`config.mk`:
```
export PLATFORM = sky130hd
export DESIGN_NAME = alu_arbiter
export DESIGN_NICKNAME = d
export VERILOG_FILES = /design/src/rtl/alu_arbiter.sv
export SDC_FILE = /design/constraint.sdc
export NUM_CORES = 1
export LEC_CHECK = 0
export CAP_MARGIN = 30
export CORE_MARGIN = 2
export CORE_UTILIZATION = 48
export CTS_CLUSTER_DIAMETER = 100
export DETAILED_ROUTE_END_ITERATION = 12
export PLACE_DENSITY_LB_ADDON = 0.3
export SETUP_SLACK_MARGIN = 0.4
export SLEW_MARGIN = 20
export SYNTH_ARGS = -nofsm -noshare
export SYNTH_HDL_FRONTEND = slang
export SYNTH_SLANG_ARGS = --single-unit
```
`constraint.sdc`:
```
create_clock -name clk -period 8.3 [get_ports clk]
set_input_delay 1.245 -clock clk [delete_from_list [all_inputs] [get_ports clk]]
set_output_delay 1.245 -clock clk [all_outputs]
set_load 0.005 [all_outputs]
```
`src/rtl/alu_arbiter.sv`:
```
// alu_arbiter: round-robin share of one 32-bit ALU between two requesters.
// Ports: clk, rst_n (sync, active low); req0_*/req1_* valid/ready request
//   channels (a, b, op, tag); rsp_* valid/ready response (id, tag, out,
//   zero, of); busy (not idle); op_count (completed responses, wraps).
module alu_arbiter #(
    parameter int DATA_W = 32,
    parameter int TAG_W  = 4,
    parameter int CNT_W  = 16
) (
    input  logic              clk,
    input  logic              rst_n,
    input  logic              req0_valid,
    output logic              req0_ready,
    input  logic [DATA_W-1:0] req0_a,
    input  logic [DATA_W-1:0] req0_b,
    input  logic [1:0]        req0_op,
    input  logic [TAG_W-1:0]  req0_tag,
    input  logic              req1_valid,
    output logic              req1_ready,
    input  logic [DATA_W-1:0] req1_a,
    input  logic [DATA_W-1:0] req1_b,
    input  logic [1:0]        req1_op,
    input  logic [TAG_W-1:0]  req1_tag,
    output logic              rsp_valid,
    input  logic              rsp_ready,
    output logic              rsp_id,
    output logic [TAG_W-1:0]  rsp_tag,
    output logic [DATA_W-1:0] rsp_out,
    output logic              rsp_zero,
    output logic              rsp_of,
    output logic              busy,
    output logic [CNT_W-1:0]  op_count
);

    localparam int MSB = DATA_W - 1;

    typedef enum logic [1:0] {
        IDLE,
        EXEC,
        RESP
    } state_t;

    state_t             state;
    state_t             state_nx;
    logic               prio;
    logic               gnt0;
    logic               gnt1;
    logic [DATA_W-1:0]  a_q;
    logic [DATA_W-1:0]  b_q;
    logic [1:0]         op_q;
    logic [TAG_W-1:0]   tag_q;
    logic               id_q;
    logic [DATA_W-1:0]  res_q;
    logic               zero_q;
    logic               of_q;
    logic [CNT_W-1:0]   cnt_q;
    logic [DATA_W-1:0]  alu_out;
    logic               alu_of;

    // Grant only in IDLE; prio breaks ties and flips after each response.
    always_comb begin
        state_nx = state;
        gnt0     = 1'b0;
        gnt1     = 1'b0;
        unique case (state)
            IDLE: begin
                gnt0 = req0_valid & (~req1_valid | ~prio);
                gnt1 = req1_valid & (~req0_valid | prio);
                if (gnt0 | gnt1)
                    state_nx = EXEC;
            end
            EXEC: state_nx = RESP;
            RESP: if (rsp_ready) state_nx = IDLE;
            default: state_nx = IDLE;
        endcase
    end

    // Overflow from operand/result sign bits; logic ops never overflow.
    always_comb begin
        alu_out = '0;
        alu_of  = 1'b0;
        unique case (op_q)
            2'b00: begin
                alu_out = a_q + b_q;
                alu_of  = (a_q[MSB] == b_q[MSB])
                        && (alu_out[MSB] != a_q[MSB]);
            end
            2'b01: begin
                alu_out = a_q - b_q;
                alu_of  = (a_q[MSB] != b_q[MSB])
                        && (alu_out[MSB] != a_q[MSB]);
            end
            2'b10: alu_out = a_q & b_q;
            2'b11: alu_out = a_q | b_q;
            default: alu_out = '0;
        endcase
    end

    always_ff @(posedge clk) begin
        if (!rst_n) begin
            state  <= IDLE;
            prio   <= 1'b0;
            a_q    <= '0;
            b_q    <= '0;
            op_q   <= '0;
            tag_q  <= '0;
            id_q   <= 1'b0;
            res_q  <= '0;
            zero_q <= 1'b0;
            of_q   <= 1'b0;
            cnt_q  <= '0;
        end else begin
            state <= state_nx;
            if (gnt0 | gnt1) begin
                a_q   <= gnt1 ? req1_a   : req0_a;
                b_q   <= gnt1 ? req1_b   : req0_b;
                op_q  <= gnt1 ? req1_op  : req0_op;
                tag_q <= gnt1 ? req1_tag : req0_tag;
                id_q  <= gnt1;
            end
            if (state == EXEC) begin
                res_q  <= alu_out;
                zero_q <= (alu_out == '0);
                of_q   <= alu_of;
            end
            if (state == RESP && rsp_ready) begin
                cnt_q <= cnt_q + CNT_W'(1);
                prio  <= ~id_q;
            end
        end
    end

    // Ready is held low while reset is asserted so nothing looks accepted.
    assign req0_ready = gnt0 & rst_n;
    assign req1_ready = gnt1 & rst_n;
    assign rsp_valid  = (state == RESP);
    assign busy       = (state != IDLE);
    assign rsp_id     = id_q;
    assign rsp_tag    = tag_q;
    assign rsp_out    = res_q;
    assign rsp_zero   = zero_q;
    assign rsp_of     = of_q;
    assign op_count   = cnt_q;

endmodule
```
==> results of run 1 <==
placed cells by master, fill, tap and decap left out, types with 4 or more instances in the layout:
cell type          n
and3_1            10
clkdlybuf4s50_1  203
nor2_1           176
nand3_1           25
o21a_1             4
o31a_1             4
buf_4              7
nor4_1             8
clkinvlp_4         4
xnor2_1           24
a31oi_1           16
or2_2              4
mux2i_1           76
nand2b_1          10
a21oi_1           98
nand2_1           90
o21bai_1           7
o21ai_0           69
ha_1              97
o31ai_1            5
a21o_1            14
nand4_1           12
a211oi_1          88
nor3_1            15
and2_1             7
clkbuf_16         17
inv_1            101
xor2_1            13
o211ai_1          29
o22ai_1            5
dfxtp_1          123
nor2b_1            9
routing by layer:
layer	GRT usage, %	up-vias	routed length [µm]
met5	0	-	0
met4	5.91	0	371
met3	4.75	29	2370
met2	39.6	420	12300
met1	39.8	4456	14200
li1	-	4911	-
where the power goes:
part / switching, mW / internal, mW / leakage, nW
clock network: 0.291 / 0.498 / 0.295
registers: 0.0685 / 0.666 / 1.02
logic: 0.689 / 0.471 / 4.02
registers in the layout (all words and copies together) (netlist names):
name and cells:
op_count 16, state 2, rsp_of 1, a_q 32
rsp_zero 1, rsp_id 1, op_q 2, prio 1
rsp_tag 4, rsp_out 32, b_q 32
final cells by class:
cell class              instances  area (µm²)
flip-flops and latches        124        2480
clock buffers                  20         467
fillers                      1803        7590
repair buffers                212        2120
well taps                     270         338
clock inverters                12         160
inverters                     103         388
multi-input cells             988        6690
cell families after synthesis:
group | after synthesis | share of synthesized area [%]
buffers and inverters | 187 | 7.23
muxes | 78 | 7.94
AOI/OAI and AO/OA | 390 | 26.4
DFF | 124 | 25.2
and+or+nand+nor | 384 | 17.3
xor gates and xnor gates | 37 | 3.28
adders and majority gates | 99 | 12.7
worst paths after layout:
kind | startpoint | to | depth (start not counted)
min reg2reg | rsp_out[11] | rsp_out[11] | 2
max reg2reg | a_q[14] | rsp_zero | 14
min | rsp_out[11] | rsp_out[11] | 2
max | rst_n | req1_ready | 4
metrics by stage:
| stage | area, µm² | cells |
|---|---|---|
| floorplan | 9870 | 1299 |
| detailed placement | 12000 | 1695 |
| CTS | 12600 | 1727 |
| finish | 12600 | 1729 |
| global route | 12600 | 1729 |
| global placement | 12000 | 1695 |
worst register-to-register path, stage by stage, from the launching register on:
cell	delay (ns)
dfxtp_1	0.38
inv_1	0.06
ha_1	0.45
a21oi_1	0.39
o211ai_1	0.16
a41oi_1	0.35
nand3b_1	0.11
o21ai_0	0.35
a21boi_0	0.17
o41ai_1	0.53
a2111oi_0	0.15
a221o_1	0.35
a2111oi_2	0.28
and4_1	0.22
a31o_1	0.13
==> flow_metrics.py, run 1 <==
metrics = {
    "final_layout": {
        "finalCoreUtilization_pct": 62.5,
        "insertedDiodeCount": 0,
        "drive_above_1_share_pct": 4.52,
        "nNetsFinal": 1690,
        "syn_to_final_growth_pct": 28.2,
    },
    "power": {
        "p_per_area_nw_per_um2": 212,
        "p_leak_nw": 5.34,
        "ir_worst_vdd_v": 0.000127,
        "p_total_mw": 2.68,
    },
    "route": {
        "vias": 9816,
        "routed_wl_um": 29200,
        "viasPerCell": 5.68,
        "drt-initial-drc-count": 689,
        "ant_nets": 0,
        "first_pass_iters": 5,
        "wl_per_cell_um": 16.9,
        "drc": 0,
    },
    "worst_setup_path": {
        "path_buf_inv": 3,
        "required_ns": 7.05,
        "critPathMaxFanout": 49,
        "arrival_ns": 3.35,
        "r2r_slack_ns": 4.17,
        "slowest_stage": "clkdlybuf4s50_1",
        "crit_path_frequent_cell": "clkdlybuf4s50_1",
        "path_delay_family": "buffers and inverters",
        "endpoint_kind": "output pin",
        "path_cells": "clkdlybuf4s50_1, clkinv_2, nor2_1, clkdlybuf4s50_1",
        "startpoint_type": "input pin",
        "worstSetupPathType": "in2out",
        "cpPeakStageDelay_ns": 0.67,
    },
    "die": {
        "core_um2": 20200,
        "start_util_pct": 48.8,
        "io_pins": 204,
        "rows": 52,
        "chipWidth_um": 147,
        "die_h_um": 147,
        "die_area_um2": 21700,
    },
    "sta": {
        "rsz0062_at_grt": "no",
        "fin_tns_setup_ns": 0,
        "clock_skew_ns": 0.0123,
        "tightestPinTransition_ns": 0.867,
        "whs_ns": 0.456,
        "final.period_utilization_pct": 55.4,
        "worst_slack_ns": 3.70,
        "fin_crit_ns": 4.60,
        "slew-limit-headroom_pct": 42.2,
        "setup_violations": 0,
        "hold_viol_final": 0,
        "maxSlewViolCount": 0,
        "max_freq_mhz": 217,
    },
    "grt": {
        "antenna_found_initial": 0,
        "grt_pass1_wl_um": 46600,
        "grt-ovfl-total": 0,
        "grt_max_degree": 111,
        "grt_pass1_vias": 8903,
        "track_usage_pct": 26.6,
    },
    "synthesis": {
        "async_reset_ff_share_pct": 0,
        "ys_ff_latch": 124,
        "synth_most_common_cell": "nor2_1",
        "synth.avg_cell_area_um2": 7.59,
        "synth_top_area_share_pct": 25.2,
        "yosys_warnings": 0,
        "synth_edf_count": 0,
        "synthTopCellsByArea": "dfxtp_1, ha_1, mux2i_1",
        "yosysTopAreaCell": "dfxtp_1",
        "synthesis.instances": 1299,
        "syn_area_um2": 9870,
        "ys.flop_type": "dfxtp_1",
        "synth.distinct_cells": 77,
        "syn_nets": 1543,
        "yosys-top-cells-count": "nor2_1, dfxtp_1, inv_1",
        "ys_seq_area_share_pct": 25.2,
    },
    "clock_tree": {
        "cts_setup_buffers": 0,
        "clkSinkCount": 124,
        "root_buffer": "clkbuf_16",
        "cts_tree": "built",
        "cts_resized": 0,
        "cts_inserted_buffers": 17,
        "clockBufferDepth": 2,
        "htreeDepth": 4,
        "clk_latency_ns": 0.42,
        "hold_buffers": 0,
        "path_clk_slew_ns": 0.06,
    },
    "placement": {
        "place.gp.congestion": 0.959,
        "post-place-ws_ns": 3.71,
        "hpwl_um": 22700,
        "portBuffers": 203,
    },
    "flow_run": {
        "max_cap_viol_count": 0,
    },
    "worst_hold_path": {
        "hp-class": "reg2reg",
    },
    "status": {
        "status": "complete, no violations",
    },
}
Power figures use the tool's default switching activity.
==> run 2, diff against run 1 <==
Clock period 8.3 ns to 4.3 ns, I/O delays scaled along.
==> run 2 against run 1 <==
Register-to-register slack got worse by 3.7 ns; count of clock-buffer cells in the layout unchanged; global-route usage rose by 2.0 points; cell count is 1.2% higher; via count up 2.5%; critical endpoint is now rsp_zero; core utilization grew 1.0 points; critical path type is now reg2reg.
==> flow_metrics.py, run 2 (synthesis gave the netlist of run 1 again) <==
metrics = {
    "worst_setup_path": {
        "endpoint_kind": "flop",
        "critPathMaxFanout": 8,
        "path_cells": "inv_1, ha_2, inv_1, a21oi_2, a2111oi_4, buf_4, or4_4, a31oi_4, a21oi_2, o21a_2, a21o_1, a221o_1, a2111oi_2, and4_1, a31o_1",
        "worstSetupPathType": "reg2reg",
        "slowest_stage": "or4_4",
        "required_ns": 4.67,
        "startpoint_type": "flop",
        "arrival_ns": 4.19,
        "cpPeakStageDelay_ns": 0.56,
    },
    "placement": {
        "place.gp.congestion": 1.02,
        "placed_area_um2": 12200,
        "place_inst": 1716,
        "portBuffers": 203,
        "hpwl_um": 24400,
        "post-place-ws_ns": 0.244,
    },
    "route": {
        "drc": 0,
        "top_layer": "met4",
        "route.met3.wl_um": 2570,
        "vias": 10057,
        "wl_met2_um": 13000,
        "wl_met1_um": 14900,
        "viasPerCell": 5.75,
        "wl_per_cell_um": 17.7,
        "drt-initial-drc-count": 652,
        "first_pass_iters": 5,
        "ant_nets": 0,
        "routed_wl_um": 31100,
    },
    "grt": {
        "antenna_found_initial": 0,
        "grt_pass1_vias": 9479,
        "grt_pass1_wl_um": 49700,
        "track_usage_pct": 28.5,
        "grt_max_degree": 82,
        "grt-ovfl-total": 0,
    },
    "sta": {
        "worst_slack_ns": 0.477,
        "whs_ns": 0.452,
        "max_freq_mhz": 262,
        "rsz0062_at_grt": "yes",
        "clock_skew_ns": 0.00908,
        "final.period_utilization_pct": 88.9,
        "hold_viol_final": 0,
        "slew-limit-headroom_pct": 43.7,
        "tightestPinTransition_ns": 0.836,
        "fin_crit_ns": 3.82,
        "setup_violations": 0,
        "maxSlewViolCount": 0,
        "fin_tns_setup_ns": 0,
    },
    "final_layout": {
        "nFillCells": 1828,
        "final_cell_mix": "clkdlybuf4s50_1, nor2_1, dfxtp_1",
        "insertedDiodeCount": 0,
        "final_cell_count_no_fill": 1750,
        "nNetsFinal": 1711,
        "drive_above_1_share_pct": 6.76,
        "multi_input_area_um2": 6760,
        "syn_to_final_growth_pct": 30.3,
        "fin_area_um2": 12900,
        "register_area_um2": 2490,
        "final_common_cell": "clkdlybuf4s50_1",
    },
    "die": {
        "core_um2": 20200,
        "chipWidth_um": 147,
        "die_area_um2": 21700,
        "io_pins": 204,
        "rows": 52,
        "start_util_pct": 48.8,
        "die_h_um": 147,
    },
    "clock_tree": {
        "cts_tree": "built",
        "root_buffer": "clkbuf_16",
        "clkSinkCount": 124,
        "cts_inserted_buffers": 17,
        "clockBufferDepth": 2,
        "clk_latency_ns": 0.42,
        "path_clk_slew_ns": 0.06,
        "htreeDepth": 4,
    },
    "power": {
        "ir_worst_vdd_v": 0.000220,
        "p_leak_nw": 5.45,
        "p_per_area_nw_per_um2": 410,
    },
    "flow_run": {
        "max_cap_viol_count": 0,
    },
    "status": {
        "status": "complete, no violations",
    },
    "worst_hold_path": {
        "hp-class": "reg2reg",
    },
}
run 2: final timing paths:
kind	startpoint	endpoint	slack, ns	cells after the start
worst min register to register	rsp_out[24]	rsp_out[24]	0.45	2
worst min-delay path	rsp_out[24]	rsp_out[24]	0.45	2
worst max-delay path	b_q[4]	rsp_zero	0.48	15
worst max register to register	b_q[4]	rsp_zero	0.48	15
run 2: worst max-delay path, delay by kind of cell (launching register included):
family                     cells  cell delay (ns)
AOI/OAI and AO/OA              9             1.86
buffers and inverters          3             0.32
adders and majority gates      1             0.44
and+or+nand+nor                2             0.80
DFF                            1             0.35
run 2: where the power goes:
part / switching (mW) / leakage (nW) / internal (mW)
clock network: 0.575 / 0.281 / 0.902
registers: 0.127 / 1.02 / 1.29
logic: 1.41 / 4.14 / 0.966
total: 2.11 / 5.45 / 3.16
run 2: area by class of cell:
class	instances	share of cell area, %
inverter	103	3.02
sequential	124	19.3
clock buffer	20	3.63
clock inverter	12	1.07
tap	270	2.63
timing repair buffer	233	17.7
multi-input combinational	988	52.6
run 2: what timing repair did:
action,CTS,global route
buffers inserted,1,1
endpoints found under the hold margin,0,0
pin swaps,1,1
hold buffers,0,0
resized for setup,3,14
endpoints found under the setup margin,1,6
run 2: through the flow:
| stage | utilization (%) | power (mW) |
|---|---|---|
| floorplan | - | 2.91 |
| global placement | 60.1 | 3.70 |
| detailed placement | 60.1 | 3.72 |
| CTS | 63.2 | 5.22 |
| global route | 63.5 | 5.59 |
| finish | 63.5 | 5.27 |
run 2: metal layers:
metal / vias to the layer above / track usage, %
li1: 4947 / -
met1: 4656 / 41.2
met2: 399 / 43.2
met3: 55 / 5.12
met4: 0 / 8.94
met5: - / 0
==> run 3, diff against run 2 <==
Settings changed: CORE_UTILIZATION 48 to 35.
Clock period 4.3 ns to 3.25 ns, I/O delays scaled along.
==> run 3 against run 2 <==
Core utilization shrank 7.4 points; critical endpoint unchanged; sequential power grew 31%; largest cell class unchanged; via count grew 7.3%; the run now ends with setup timing left; global-route usage shrank 4.4 points; non-clock buffer count grew 242; worst setup slack lost 0.80 ns; highest routed layer is now met5; sequential share of layout area shrank 3.3 points; final area grew 21%.
==> flow_metrics.py, run 3 (synthesis gave the netlist of run 1 again) <==
metrics = {
    "route": {
        "first_pass_iters": 6,
        "wl_per_cell_um": 17.2,
        "drc": 0,
        "viasPerCell": 5.14,
        "ant_nets": 0,
        "vias": 10791,
        "drt-initial-drc-count": 767,
        "wl_met1_um": 17900,
        "routed_wl_um": 36000,
        "route.met3.wl_um": 1890,
        "wl_met2_um": 15600,
        "top_layer": "met5",
    },
    "final_layout": {
        "final_cell_count_no_fill": 2100,
        "nFillCells": 2667,
        "nNetsFinal": 1953,
        "final_common_cell": "buf_4",
        "drive_above_1_share_pct": 26.6,
        "syn_to_final_growth_pct": 58.1,
        "final_cell_mix": "buf_4, clkdlybuf4s50_1, nor2_1",
        "finalCoreUtilization_pct": 56.2,
        "insertedDiodeCount": 0,
    },
    "placement": {
        "place.gp.congestion": 0.941,
        "place_inst": 2046,
        "portBuffers": 203,
        "hpwl_um": 28300,
    },
    "clock_tree": {
        "cts_inserted_buffers": 17,
        "cts_tree": "built",
        "clk_latency_ns": 0.43,
        "htreeDepth": 4,
        "hold_buffers": 0,
        "path_clk_slew_ns": 0.06,
        "clockBufferDepth": 2,
        "root_buffer": "clkbuf_16",
        "clkSinkCount": 124,
    },
    "grt": {
        "grt_max_degree": 116,
        "track_usage_pct": 24.1,
        "grt_pass1_vias": 10226,
        "grt_pass1_wl_um": 55400,
        "antenna_found_initial": 1,
        "grt-ovfl-total": 0,
    },
    "power": {
        "ir_worst_vdd_v": 0.000375,
        "p_leak_nw": 6.79,
        "p_per_area_nw_per_um2": 547,
    },
    "status": {
        "violations": "setup timing",
        "status": "complete, but fails checks",
    },
    "sta": {
        "rsz0062_at_grt": "yes",
        "fin_tns_setup_ns": -1.17,
        "final.period_utilization_pct": 110,
        "slew-limit-headroom_pct": 47.2,
        "hold_viol_final": 0,
        "whs_ns": 0.454,
        "maxSlewViolCount": 0,
        "fin_crit_ns": 3.58,
        "setup_violations": 9,
        "clock_skew_ns": 0.0110,
        "max_freq_mhz": 280,
        "worst_slack_ns": -0.327,
        "tightestPinTransition_ns": 0.784,
    },
    "worst_setup_path": {
        "arrival_ns": 3.95,
        "critPathMaxFanout": 5,
        "endpoint_kind": "flop",
        "required_ns": 3.62,
        "worstSetupPathType": "reg2reg",
        "startpoint_type": "flop",
    },
    "die": {
        "start_util_pct": 35.5,
        "core_um2": 27800,
        "die_area_um2": 29500,
        "rows": 61,
        "io_pins": 204,
        "chipWidth_um": 172,
        "die_h_um": 172,
    },
    "flow_run": {
        "max_cap_viol_count": 0,
    },
    "worst_hold_path": {
        "hp-class": "reg2reg",
    },
}
[run 3: per-layer routing]
metal,track usage [%],vias up
met4,7.38,2
met2,36.9,294
li1,-,5446
met5,0,-
met1,34.6,5012
met3,3.91,37
[run 3: metrics by stage]
stage               setup slack (ns)  power [mW]  area [µm²]
detailed placement            -0.476        5.88       14100
CTS                           -0.258        8.20       15100
global placement              -0.549        5.86       14100
global route                  -0.426        9.02       15600
finish                        -0.327        8.53       15600
floorplan                     0.0953        3.93       10000
[run 3: repair_timing]
action	in CTS	in global routing
pin swaps	30	50
setup buffers	13	9
hold endpoints to repair	0	0
endpoints found under the setup margin	23	25
resized for setup	72	88
[run 3: layout make-up]
class,count,area [µm²],area share [%]
Inverter,103,393,2.52
Clock inverter,11,133,0.850
Timing Repair Buffer,475,4140,26.5
Sequential cell,124,2510,16.1
Tap cell,378,473,3.03
Clock buffer,21,492,3.15
Multi-Input combinational cell,988,7460,47.8
[run 3: where the power goes]
part	leakage (nW)	switching, mW	internal [mW]
registers	1.03	0.142	1.71
logic	5.47	2.37	2.28
clock network	0.295	0.788	1.24
total	6.79	3.30	5.23
[run 3: final timing paths]
| check | startpoint | endpoint | slack, ns | cells past startpoint |
|---|---|---|---|---|
| setup / recovery | b_q[1] | rsp_zero | -0.33 | 16 |
| hold / removal | rsp_out[6] | rsp_out[6] | 0.45 | 2 |
| setup reg to reg | b_q[1] | rsp_zero | -0.33 | 16 |
| hold reg to reg | rsp_out[6] | rsp_out[6] | 0.45 | 2 |
[run 3: worst max-delay path: stages, from the launching register on]
cell       delay [ns]
dfxtp_4          0.36
inv_4            0.04
ha_4             0.23
o21ba_4          0.19
a2111o_1         0.42
a2111oi_4        0.34
buf_4            0.21
or4_4            0.16
a31oi_4          0.09
buf_6            0.13
a21oi_4          0.14
o21a_2           0.21
a2111oi_2        0.09
a221o_1          0.32
a2111oi_2        0.23
and4_1           0.23
a31o_1           0.13
